**config.mk**
```make
export PLATFORM = sky130hd
export DESIGN_NAME = char_text_streamer_flat
export DESIGN_NICKNAME = d
export VERILOG_FILES = /design/src/rtl/char_text_streamer_pkg.sv /design/src/rtl/char_text_streamer_if.sv /design/src/rtl/char_text_streamer_line_buf.sv /design/src/rtl/char_text_streamer.sv /design/src/flat_wrapper.sv
export SDC_FILE = /design/constraint.sdc
export NUM_CORES = 1
export LEC_CHECK = 0
export BUFFER_PORTS_ARGS = -buffer_cell sky130_fd_sc_hd__buf_2
export CAP_MARGIN = 20
export CORE_MARGIN = 5
export CORE_UTILIZATION = 25
export DETAILED_ROUTE_END_ITERATION = 16
export SKIP_CTS_REPAIR_TIMING = 1
export SYNTH_ARGS = -nofsm -noshare
export SYNTH_HDL_FRONTEND = slang
export SYNTH_SLANG_ARGS = --single-unit
```
**constraint.sdc**
```tcl
create_clock -name clk -period 7.4 [get_ports clk]
set_clock_uncertainty 0.15 [all_clocks]
set_input_delay 1.48 -clock clk [delete_from_list [all_inputs] [get_ports clk]]
set_output_delay 1.48 -clock clk [all_outputs]
set_load 0.1 [all_outputs]
```
**src/rtl/char_text_streamer_pkg.sv**
```systemverilog
// Shared constants and character helpers for the char_rom text dump path.
package char_text_streamer_pkg;

    localparam int unsigned CHAR_ROWS   = 16;
    localparam int unsigned CHAR_COLS   = 16;
    localparam logic [7:0]  ASCII_CR    = 8'h0D;
    localparam logic [7:0]  ASCII_LF    = 8'h0A;
    localparam logic [6:0]  ASCII_SPACE = 7'h20;
    localparam logic [7:0]  ASCII_SUBST = 8'h3F;

    function automatic logic is_blank(input logic [6:0] c);
        return (c == 7'h00) || (c == ASCII_SPACE);
    endfunction

    // NUL prints as a space, other control codes as '?'.
    function automatic logic [7:0] to_tx_byte(input logic [6:0] c);
        if (c == 7'h00)
            return {1'b0, ASCII_SPACE};
        else if (c < ASCII_SPACE)
            return ASCII_SUBST;
        else
            return {1'b0, c};
    endfunction

endpackage

```
**src/rtl/char_text_streamer_if.sv**
```systemverilog
// Byte stream towards the UART transmitter (valid/ready handshake).
interface char_text_streamer_if;

    logic [7:0] tx_data;
    logic       tx_valid;
    logic       tx_ready;

    modport master (output tx_data, output tx_valid, input tx_ready);
    modport slave  (input tx_data, input tx_valid, output tx_ready);

endinterface

```
**src/rtl/char_text_streamer_line_buf.sv**
```systemverilog
// One text row of char_rom codes, with the trim point (last non-blank column)
// and the all-blank flag kept alongside.
module char_line_buf
    import char_text_streamer_pkg::*;
(
    input  logic       clk,
    input  logic       rst,
    input  logic       i_wr_en,
    input  logic [3:0] i_wr_idx,
    input  logic [6:0] i_wr_data,
    input  logic [3:0] i_rd_idx,
    output logic [6:0] o_rd_data,
    output logic [3:0] o_last,
    output logic       o_empty
);

    logic [6:0] r_buf [CHAR_COLS];
    logic [3:0] r_last;
    logic       r_empty;

    always_ff @(posedge clk) begin
        if (i_wr_en)
            r_buf[i_wr_idx] <= i_wr_data;
    end

    // Columns arrive in ascending order, so last/empty are settled once the
    // final column is written and the SCAN cycle can decide on them directly.
    always_ff @(posedge clk) begin
        if (rst) begin
            r_last  <= '0;
            r_empty <= 1'b1;
        end else if (i_wr_en) begin
            if (i_wr_idx == '0) begin
                r_last  <= '0;
                r_empty <= is_blank(i_wr_data);
            end else if (!is_blank(i_wr_data)) begin
                r_last  <= i_wr_idx;
                r_empty <= 1'b0;
            end
        end
    end

    assign o_rd_data = r_buf[i_rd_idx];
    assign o_last    = r_last;
    assign o_empty   = r_empty;

endmodule

```
**src/rtl/char_text_streamer.sv**
```systemverilog
// Dumps rows of the char_rom text table to the UART as trimmed ASCII lines
// terminated with CR LF.
module char_text_streamer
    import char_text_streamer_pkg::*;
#(
    parameter int unsigned NUM_LINES   = 9,
    parameter int unsigned LINE_LEN    = 16,
    parameter int unsigned ROM_LATENCY = 1
) (
    input  logic                  clk,
    input  logic                  rst,
    input  logic                  start,
    output logic [7:0]            char_xy,
    input  logic [6:0]            char_code,
    char_text_streamer_if.master  tx,
    output logic                  busy,
    output logic                  done
);

    localparam int unsigned FETCH_CYCLES = LINE_LEN + ROM_LATENCY;
    localparam int unsigned CW           = $clog2(FETCH_CYCLES + 1);
    localparam logic [3:0]  LAST_ROW     = 4'(NUM_LINES - 1);

    typedef enum logic [2:0] {
        IDLE,
        FETCH,
        SCAN,
        EMIT,
        CR,
        LF,
        FINISH
    } state_t;

    state_t        r_state;
    state_t        w_next;
    logic [3:0]    r_row;
    logic [CW-1:0] r_cnt;
    logic [3:0]    r_idx;
    logic [7:0]    r_char_xy;
    logic          r_busy;

    logic          w_xfer;
    logic          w_fetch_last;
    logic          w_wr_en;
    logic [3:0]    w_wr_idx;
    logic [6:0]    w_rd_data;
    logic [3:0]    w_last;
    logic          w_empty;

    assign w_xfer       = tx.tx_valid && tx.tx_ready;
    assign w_fetch_last = (r_cnt == CW'(FETCH_CYCLES - 1));
    // ROM data lags the address by ROM_LATENCY cycles of the fetch counter.
    assign w_wr_en      = (r_state == FETCH) && (r_cnt >= CW'(ROM_LATENCY));
    assign w_wr_idx     = 4'(r_cnt - CW'(ROM_LATENCY));

    char_line_buf u_line_buf (
        .clk       (clk),
        .rst       (rst),
        .i_wr_en   (w_wr_en),
        .i_wr_idx  (w_wr_idx),
        .i_wr_data (char_code),
        .i_rd_idx  (r_idx),
        .o_rd_data (w_rd_data),
        .o_last    (w_last),
        .o_empty   (w_empty)
    );

    always_ff @(posedge clk) begin
        if (rst)
            r_state <= IDLE;
        else
            r_state <= w_next;
    end

    always_comb begin
        w_next = r_state;
        unique case (r_state)
            IDLE:    if (start) w_next = FETCH;
            FETCH:   if (w_fetch_last) w_next = SCAN;
            SCAN:    w_next = w_empty ? CR : EMIT;
            EMIT:    if (w_xfer && (r_idx == w_last)) w_next = CR;
            CR:      if (w_xfer) w_next = LF;
            LF:      if (w_xfer) w_next = (r_row == LAST_ROW) ? FINISH : FETCH;
            FINISH:  w_next = IDLE;
            default: w_next = IDLE;
        endcase
    end

    always_ff @(posedge clk) begin
        if (rst) begin
            r_row     <= '0;
            r_cnt     <= '0;
            r_idx     <= '0;
            r_char_xy <= '0;
            r_busy    <= 1'b0;
        end else begin
            unique case (r_state)
                IDLE: begin
                    if (start) begin
                        r_row     <= '0;
                        r_cnt     <= '0;
                        r_char_xy <= '0;
                        r_busy    <= 1'b1;
                    end
                end
                FETCH: begin
                    r_cnt <= r_cnt + CW'(1);
                    if (r_cnt < CW'(LINE_LEN - 1))
                        r_char_xy <= {r_row, 4'(r_cnt + CW'(1))};
                end
                SCAN: r_idx <= '0;
                EMIT: begin
                    if (w_xfer)
                        r_idx <= r_idx + 4'd1;
                end
                LF: begin
                    if (w_xfer && (r_row != LAST_ROW)) begin
                        r_row     <= r_row + 4'd1;
                        r_cnt     <= '0;
                        r_char_xy <= {r_row + 4'd1, 4'd0};
                    end
                end
                FINISH: begin
                    r_busy    <= 1'b0;
                    r_char_xy <= '0;
                end
                default: ;
            endcase
        end
    end

    always_comb begin
        tx.tx_valid = 1'b0;
        tx.tx_data  = '0;
        done        = 1'b0;
        unique case (r_state)
            EMIT: begin
                tx.tx_valid = 1'b1;
                tx.tx_data  = to_tx_byte(w_rd_data);
            end
            CR: begin
                tx.tx_valid = 1'b1;
                tx.tx_data  = ASCII_CR;
            end
            LF: begin
                tx.tx_valid = 1'b1;
                tx.tx_data  = ASCII_LF;
            end
            FINISH:  done = 1'b1;
            default: ;
        endcase
    end

    assign char_xy = r_char_xy;
    assign busy    = r_busy;

endmodule
```
**src/flat_wrapper.sv**
```systemverilog
// flat-port wrapper written by rule: the top's interface ports become plain ports
module char_text_streamer_flat import char_text_streamer_pkg::*;
#(
    parameter int unsigned NUM_LINES   = 9,
    parameter int unsigned LINE_LEN    = 16,
    parameter int unsigned ROM_LATENCY = 1
)
  (clk, rst, start, char_xy, char_code, busy, done, tx_tx_data, tx_tx_valid, tx_tx_ready);
  char_text_streamer_if tx_i ();
  input  logic clk;
  input  logic rst;
  input  logic start;
  output logic [7:0] char_xy;
  input  logic [6:0] char_code;
  output logic busy;
  output logic done;
  output wire logic [$bits(tx_i.tx_data)-1:0] tx_tx_data;
  output wire logic [$bits(tx_i.tx_valid)-1:0] tx_tx_valid;
  input wire logic [$bits(tx_i.tx_ready)-1:0] tx_tx_ready;
  assign tx_tx_data = tx_i.tx_data;
  assign tx_tx_valid = tx_i.tx_valid;
  assign tx_i.tx_ready = tx_tx_ready;
  char_text_streamer #(.NUM_LINES(NUM_LINES), .LINE_LEN(LINE_LEN), .ROM_LATENCY(ROM_LATENCY)) u_core (.clk(clk), .rst(rst), .start(start), .char_xy(char_xy), .char_code(char_code), .tx(tx_i), .busy(busy), .done(done));
endmodule
```
==> metrics.txt, run 1 <==
# TYPE chip_impl_metric gauge
chip_impl_info{name="run_status",value="finished, final reports clean"} 1
chip_impl_metric{name="mappedNetlistNets",unit=""} 482
chip_impl_metric{name="ys_types",unit=""} 52
chip_impl_metric{name="grt.total_usage",unit="%"} 9.69
chip_impl_metric{name="ir_drop",unit="uV"} 127
chip_impl_metric{name="final.period_utilization",unit="%"} 66.1
chip_impl_metric{name="timing.max_cap.violations",unit=""} 0
chip_impl_metric{name="worst_skew_pair.late_latency",unit="ns"} 0.42
chip_impl_metric{name="detail_route.first_pass.iterations",unit=""} 4
chip_impl_info{name="min-delay-path-class",value="flop to flop"} 1
chip_impl_metric{name="setup_viol",unit=""} 0
chip_impl_metric{name="power.share.combinational",unit="%"} 16.7
chip_impl_metric{name="dieArea",unit="um2"} 28700
chip_impl_metric{name="layout.cells.non_filler",unit=""} 832
chip_impl_metric{name="n_antenna_cell",unit=""} 0
chip_impl_info{name="gr-max-usage-layer",value="met2"} 1
chip_impl_metric{name="synth_top_area_share",unit="%"} 52.9
chip_impl_metric{name="avgRoutedWirePerCell",unit="um"} 16.5
chip_impl_metric{name="cp_max_fo",unit=""} 34
chip_impl_metric{name="timing.critical_path.arrival",unit="ns"} 3.26
chip_impl_metric{name="r2r_cells",unit=""} 4
chip_impl_metric{name="syn_area_per_cell",unit="um2"} 13.8
chip_impl_info{name="critical_path_class",value="flop to output port"} 1
chip_impl_info{name="tritoncts",value="done"} 1
chip_impl_metric{name="drive_gt1_share",unit="%"} 16.1
chip_impl_metric{name="floorplan.initialDensity",unit="%"} 25.3
chip_impl_metric{name="die_width",unit="um"} 169
chip_impl_metric{name="met3_usage",unit="%"} 2.14
chip_impl_metric{name="hold-worst-slack",unit="ns"} 0.324
chip_impl_metric{name="yosys_register_bits",unit=""} 146
chip_impl_info{name="synth_area_leaders",value="edfxtp_1, dfxtp_1, mux4_1"} 1
chip_impl_metric{name="finalCoreUtilization",unit="%"} 29.5
chip_impl_metric{name="synth-seq-area-share",unit="%"} 63.6
chip_impl_metric{name="worst_ep_required_time",unit="ns"} 5.77
chip_impl_metric{name="synth_cells",unit=""} 461
chip_impl_metric{name="globalRouteMet2Util",unit="%"} 15.6
chip_impl_metric{name="period_needed",unit="ns"} 4.89
chip_impl_metric{name="switching_component_of_the_power",unit="uW"} 653
chip_impl_metric{name="placement.io_buffers",unit=""} 28
chip_impl_metric{name="placementRows",unit=""} 58
chip_impl_metric{name="num-nets-final",unit=""} 510
chip_impl_metric{name="antenna_violations_before_repair",unit=""} 2
chip_impl_metric{name="pwr_density_cell",unit="nW/um2"} 293
chip_impl_metric{name="achievable-frequency",unit="MHz"} 204
chip_impl_metric{name="clock_power_share",unit="%"} 39.7
chip_impl_metric{name="grt_start_max_net_pins",unit=""} 35
chip_impl_metric{name="ctsLongestPathBuffers",unit=""} 2
chip_impl_metric{name="synth-warning-count",unit=""} 0
chip_impl_metric{name="grt_first_pass_wirelength",unit="um"} 21400
chip_impl_metric{name="min_path_cells",unit=""} 2
chip_impl_metric{name="area_growth_syn_to_layout",unit="%"} 16.5
chip_impl_metric{name="routed_via_density",unit=""} 4.57
chip_impl_metric{name="top_level_ports",unit=""} 30
chip_impl_metric{name="clkTransAtPathRegs",unit="ns"} 0.06
chip_impl_metric{name="dp.final_hpwl",unit="um"} 9280
chip_impl_metric{name="clock-sinks",unit=""} 146
chip_impl_metric{name="globalplace.congestion",unit=""} 0.773
chip_impl_metric{name="leakage",unit="uW"} 0.00242
chip_impl_info{name="netlist.top_cell.by_area",value="edfxtp_1"} 1
chip_impl_metric{name="floorplan.die.height",unit="um"} 169
chip_impl_metric{name="route.antenna.remaining_nets",unit=""} 0
chip_impl_metric{name="drc",unit=""} 0
chip_impl_metric{name="core_box_area",unit="um2"} 25100
chip_impl_metric{name="via_count_of_the_first_global_routing_pass",unit=""} 3745
chip_impl_metric{name="placed_cells",unit=""} 800
chip_impl_metric{name="worst_pin_slew",unit="ns"} 1.00
chip_impl_metric{name="sw_frac_of_total",unit="%"} 30.1
chip_impl_info{name="unrepaired_setup_endpoints_after_global_routing",value="no"} 1
chip_impl_info{name="dominantRegCellSynth",value="edfxtp_1"} 1
chip_impl_metric{name="syn_area",unit="um2"} 6360
chip_impl_metric{name="power_report.internal_total",unit="uW"} 1520
chip_impl_metric{name="tritoncts.num_buffers",unit=""} 17
chip_impl_info{name="critPathCaptureType",value="output port"} 1
chip_impl_metric{name="drt_wl_total",unit="um"} 13700
chip_impl_metric{name="dr_total_vias",unit=""} 3800
chip_impl_metric{name="gr-total-overflow",unit=""} 0
chip_impl_metric{name="hold_viol_final",unit=""} 0
chip_impl_metric{name="synth_enable_flop_cells",unit=""} 112
chip_impl_metric{name="slew_viol_final",unit=""} 0
chip_impl_info{name="cts_root_buffer",value="clkbuf_16"} 1
chip_impl_metric{name="fin_setup_tns",unit="ns"} 0
chip_impl_metric{name="first_iter_violations",unit=""} 260
chip_impl_metric{name="ctsHtreeMaxLevel",unit=""} 4
chip_impl_metric{name="seqPwrFrac",unit="%"} 43.6
chip_impl_metric{name="grt.met1_usage",unit="%"} 13.1
chip_impl_metric{name="slew_headroom",unit="%"} 33.0
chip_impl_info{name="timing.critical_path.from_type",value="flop"} 1
chip_impl_metric{name="async_reset_ff_share",unit="%"} 0
cell type report:
| cell class | instances | area (um2) |
|---|---|---|
| clock inverter | 15 | 171 |
| tap | 330 | 413 |
| sequential | 146 | 4050 |
| clock buffer | 17 | 425 |
| inverter | 13 | 48.8 |
| fill | 2520 | 17700 |
| multi-input combinational | 280 | 2140 |
| timing repair buffer | 31 | 163 |
final timing paths:
kind / startpoint / to / slack, ns
worst max-delay path: flop / tx_tx_data[0] / 2.51
worst min-delay path: u_core.char_xy[0] / u_core.char_xy[0] / 0.32
worst max register to register: u_core.r_state[2] / u_core.u_line_buf.r_buf[0][2] / 4.35
worst min register to register: u_core.char_xy[0] / u_core.char_xy[0] / 0.32
cells in the mapped netlist, types with 3 or more instances:
cell type and n:
a21oi_1 25, a221oi_1 8, a22oi_1 8, and3_1 4, buf_1 3, clkbuf_1 12, dfxtp_1 34, edfxtp_1 112
ha_1 10, inv_1 13, mux2i_1 23, mux4_1 10, mux4_2 11, nand2_1 25, nand2b_1 3, nand3_1 5
nand3b_1 4, nand4_1 11, nor2_1 48, nor2b_1 4, nor3_1 10, o21a_1 3, o21ai_0 21, o21ai_1 4
or3_1 3, xnor2_1 5, xor2_1 6
cells in the final DEF (no fill, tap or decap), types with 5 or more instances in the layout:
cell       Yosys  routed
ha_1          10      10
xor2_1         6       6
a21oi_1       25      25
a22oi_1        8       8
inv_1         13      13
mux2i_1       23      23
a221oi_1       8       8
buf_2          2      28
nor3_1        10      10
mux4_1        10      10
nor2_1        48      48
edfxtp_1     112     112
mux4_2        11      11
o21ai_0       21      21
nand2_1       25      25
xnor2_1        5       5
nand3_1        5       5
clkbuf_16      0      17
nand4_1       11      11
dfxtp_1       34      33
registers in the layout, summed over array words and instances (netlist names), named ones only:
name and flops:
u_core.u_line_buf.r_buf 112, u_core.busy 1, u_core.r_idx 4, u_core.u_line_buf.o_empty 1, u_core.u_line_buf.o_last 4, u_core.r_cnt 5, u_core.r_row 4, u_core.char_xy 8
u_core.r_state 3
critical path: stages, from the launching register on:
cell       delay (ns)
dfxtp_2          0.31
buf_4            0.49
mux4_1           0.63
mux2_2           0.32
nand2_1          0.12
o2111ai_1        0.19
o31ai_4          0.34
o22ai_1          0.13
buf_2            0.31
power by group through the flow:
stage	sequential, uW	clock (uW)	combinational (uW)
final	946	863	363
after global routing	949	917	397
after CTS	945	874	365
after detailed placement	962	0	363
after global placement	962	0	361
after floorplan	973	0	268
metal layers:
| layer | vias up | part of all wire (%) |
|---|---|---|
| li1 | 1829 | - |
| met5 | - | 0.20 |
| met2 | 73 | 47 |
| met1 | 1873 | 47 |
| met4 | 4 | 1.5 |
| met3 | 21 | 4.2 |
cells by family (layout without fill, tap and decap cells):
kind of cell / Yosys count / in the layout / share of synthesized area, %
multiplexers: 46 / 46 / 12.0
AND/OR/NAND/NOR: 126 / 126 / 9.43
other: 1 / 1 / 0.0590
adder cells (fa/ha/maj): 10 / 10 / 1.97
XOR/XNOR: 11 / 11 / 1.52
buffers and inverters: 35 / 76 / 2.72
flip-flops: 146 / 146 / 63.6
AO/OA/AOI/OAI: 86 / 86 / 8.68
stage by stage:
stage	total power (uW)	setup WS (ns)	instance area (um2)
6_report	2170	2.51	7410
5_1_grt	2260	2.31	7410
4_1_cts	2180	2.48	7410
3_5_place_dp	1330	2.94	6810
3_3_place_gp	1320	2.97	6810
2_1_floorplan	1240	2.45	6360
Note: power is estimated with default switching activity, not from simulation.
==> run 2, diff against run 1 <==
==> constraint.sdc (replaced) <==
create_clock -name clk -period 4.8 [get_ports clk]
set_clock_uncertainty 0.15 [all_clocks]
set_input_delay 0.96 -clock clk [delete_from_list [all_inputs] [get_ports clk]]
set_output_delay 0.96 -clock clk [all_outputs]
set_load 0.1 [all_outputs]
==> run 2 against run 1 <==
Worst setup slack got worse by 2.0 ns. Critical path type unchanged. Critical endpoint is now tx_tx_data[3]. Sequential share of layout area fell by 0.19 points. Highest routed layer unchanged. Non-clock buffer count rose by 1.
==> metrics.txt, run 2 (synthesis results as in run 1) <==
# TYPE chip_impl_metric gauge
chip_impl_info{name="run_status",value="finished, final reports clean"} 1
chip_impl_metric{name="die_width",unit="um"} 169
chip_impl_metric{name="seqPwrFrac",unit="%"} 43.2
chip_impl_info{name="min-delay-path-class",value="flop to flop"} 1
chip_impl_metric{name="min_path_cells",unit=""} 2
chip_impl_metric{name="drive_gt1_share",unit="%"} 16.3
chip_impl_metric{name="hold_viol_final",unit=""} 0
chip_impl_metric{name="critical_path_buf_inv_count",unit=""} 2
chip_impl_metric{name="clock-sinks",unit=""} 146
chip_impl_info{name="crit_path_cell_trace",value="buf_4 > mux2i_1 > a221oi_1 > o21a_1 > nand4b_1 > and3_1 > o21ai_1 > buf_2"} 1
chip_impl_metric{name="tritoncts.num_buffers",unit=""} 17
chip_impl_metric{name="ctsLongestPathBuffers",unit=""} 2
chip_impl_metric{name="clkTransAtPathRegs",unit="ns"} 0.06
chip_impl_metric{name="worst_skew_pair.late_latency",unit="ns"} 0.42
chip_impl_info{name="cts_root_buffer",value="clkbuf_16"} 1
chip_impl_metric{name="floorplan.initialDensity",unit="%"} 25.3
chip_impl_metric{name="ctsHtreeMaxLevel",unit=""} 4
chip_impl_metric{name="critPathMaxStageDelay",unit="ns"} 0.73
chip_impl_metric{name="floorplan.die.height",unit="um"} 169
chip_impl_metric{name="routed_via_density",unit=""} 4.56
chip_impl_metric{name="n_antenna_cell",unit=""} 0
chip_impl_info{name="worst_hold_startpoint",value="u_core.char_xy[6]"} 1
chip_impl_metric{name="placementRows",unit=""} 58
chip_impl_metric{name="fin_setup_tns",unit="ns"} 0
chip_impl_metric{name="ff2ff_setup_slack",unit="ns"} 1.87
chip_impl_info{name="rr_endpoint",value="u_core.u_line_buf.r_buf[15][3]"} 1
chip_impl_info{name="timing.critical_path.from_type",value="flop"} 1
chip_impl_metric{name="dieArea",unit="um2"} 28700
chip_impl_info{name="critPathCaptureType",value="output port"} 1
chip_impl_info{name="critical_path_class",value="flop to output port"} 1
chip_impl_metric{name="multiInputGateArea",unit="um2"} 2140
chip_impl_metric{name="r2r_cells",unit=""} 4
chip_impl_metric{name="layout.filler_cells",unit=""} 2565
chip_impl_metric{name="globalplace.congestion",unit=""} 0.795
chip_impl_metric{name="grt_start_max_net_pins",unit=""} 31
chip_impl_metric{name="clock_power_share",unit="%"} 40.3
chip_impl_info{name="most_frequent_standard_cell_in_the_layout_excluding_fill_and_tap_cells",value="edfxtp_1"} 1
chip_impl_metric{name="power.share.combinational",unit="%"} 16.5
chip_impl_info{name="registers.top_by_ff_count",value="u_core.u_line_buf.r_buf"} 1
chip_impl_metric{name="sw_frac_of_total",unit="%"} 30.5
chip_impl_info{name="worstHoldEndpoint",value="u_core.char_xy[6]"} 1
chip_impl_metric{name="slew_viol_final",unit=""} 0
chip_impl_metric{name="dp.final_hpwl",unit="um"} 9390
chip_impl_metric{name="timing.critical_path.arrival",unit="ns"} 3.22
chip_impl_metric{name="placed_cells",unit=""} 801
chip_impl_metric{name="via_count_of_the_first_global_routing_pass",unit=""} 3815
chip_impl_info{name="worst_r2r_startpoint",value="u_core.r_state[2]"} 1
chip_impl_info{name="tritoncts",value="done"} 1
chip_impl_metric{name="timing.max_cap.violations",unit=""} 0
chip_impl_metric{name="cp_max_fo",unit=""} 18
chip_impl_info{name="crit_family",value="buffers and inverters"} 1
chip_impl_metric{name="switching_component_of_the_power",unit="uW"} 1030
chip_impl_metric{name="leakage",unit="uW"} 0.00244
chip_impl_metric{name="antenna_violations_before_repair",unit=""} 2
chip_impl_metric{name="grt_first_pass_wirelength",unit="um"} 21700
chip_impl_info{name="slowest_stage",value="dfxtp_2"} 1
chip_impl_metric{name="core_box_area",unit="um2"} 25100
chip_impl_metric{name="slew_headroom",unit="%"} 42.9
chip_impl_metric{name="dr_total_vias",unit=""} 3801
chip_impl_metric{name="num-nets-final",unit=""} 511
chip_impl_metric{name="route.antenna.remaining_nets",unit=""} 0
chip_impl_metric{name="detail_route.first_pass.iterations",unit=""} 4
chip_impl_metric{name="worst_pin_slew",unit="ns"} 0.853
chip_impl_metric{name="avgRoutedWirePerCell",unit="um"} 16.6
chip_impl_metric{name="sequential_cell_area",unit="um2"} 4050
chip_impl_metric{name="achievable-frequency",unit="MHz"} 231
chip_impl_metric{name="drc",unit=""} 0
chip_impl_metric{name="final.period_utilization",unit="%"} 90.2
chip_impl_metric{name="worst_ep_required_time",unit="ns"} 3.69
chip_impl_metric{name="power_report.internal_total",unit="uW"} 2350
chip_impl_metric{name="max_ffs_per_register",unit=""} 112
chip_impl_metric{name="period_needed",unit="ns"} 4.33
chip_impl_metric{name="grt.total_usage",unit="%"} 9.82
chip_impl_metric{name="placement.io_buffers",unit=""} 28
chip_impl_metric{name="gr-total-overflow",unit=""} 0
chip_impl_metric{name="pwr_density_cell",unit="nW/um2"} 455
chip_impl_info{name="unrepaired_setup_endpoints_after_global_routing",value="no"} 1
chip_impl_info{name="final_cell_mix",value="edfxtp_1, nor2_1, dfxtp_1, buf_2"} 1
chip_impl_metric{name="top_level_ports",unit=""} 30
chip_impl_metric{name="layout.cells.non_filler",unit=""} 833
chip_impl_metric{name="area_growth_syn_to_layout",unit="%"} 16.9
chip_impl_metric{name="setup_viol",unit=""} 0
chip_impl_metric{name="first_iter_violations",unit=""} 222
chip_impl_metric{name="ir_drop",unit="uV"} 235
chip_impl_metric{name="drt_wl_total",unit="um"} 13900
[run 2: metrics by stage]
| step | cell area, um2 | hold WS, ns | total power [uW] | setup slack, ns | utilization (%) |
|---|---|---|---|---|---|
| 5_1_grt | 7430 | 0.352 | 3520 | 0.172 | 29.6 |
| 6_report | 7430 | 0.322 | 3380 | 0.473 | 29.6 |
| 3_3_place_gp | 6820 | 0.310 | 2040 | 0.937 | 27.1 |
| 4_1_cts | 7430 | 0.325 | 3410 | 0.446 | 29.6 |
| 3_5_place_dp | 6820 | 0.315 | 2050 | 0.899 | 27.1 |
| 2_1_floorplan | 6360 | 0.308 | 1910 | 0.374 | - |
[run 2: layout make-up]
cell class	instances	area share (%)
well taps	330	5.56
inverters	13	0.657
clock inverters	15	2.56
repair buffers	32	2.29
clock buffers	17	5.72
flip-flops and latches	146	54.4
multi-input cells	280	28.8
[run 2: worst max-delay path by stage]
stage / end / cells after the start
after global routing: tx_tx_data[2] / 8
after floorplan: tx_tx_data[2] / 7
after CTS: tx_tx_data[3] / 8
after global placement: tx_tx_data[2] / 8
after detailed placement: tx_tx_data[3] / 8
final: tx_tx_data[3] / 8
[run 2: power by group through the flow]
stage               Clock (uW)  Sequential (uW)  Combinational (uW)
floorplan                    0             1500                 413
global placement             0             1490                 550
detailed placement           0             1490                 557
CTS                       1390             1460                 560
global route              1440             1470                 612
finish                    1360             1460                 557
[run 2: worst register-to-register path, stage by stage (launching register included)]
cell and delay, ns:
dfxtp_1 0.49, or3b_2 0.59, a21oi_1 0.40, nand2_1 0.23
nor2_1 0.70
[run 2: routing by layer]
layer	GRT usage, %	vias up	wire (um)
li1	-	1838	-
met1	13.3	1880	6560
met2	15.7	64	6560
met3	2.19	15	551
met4	3.33	4	176
met5	0	-	20
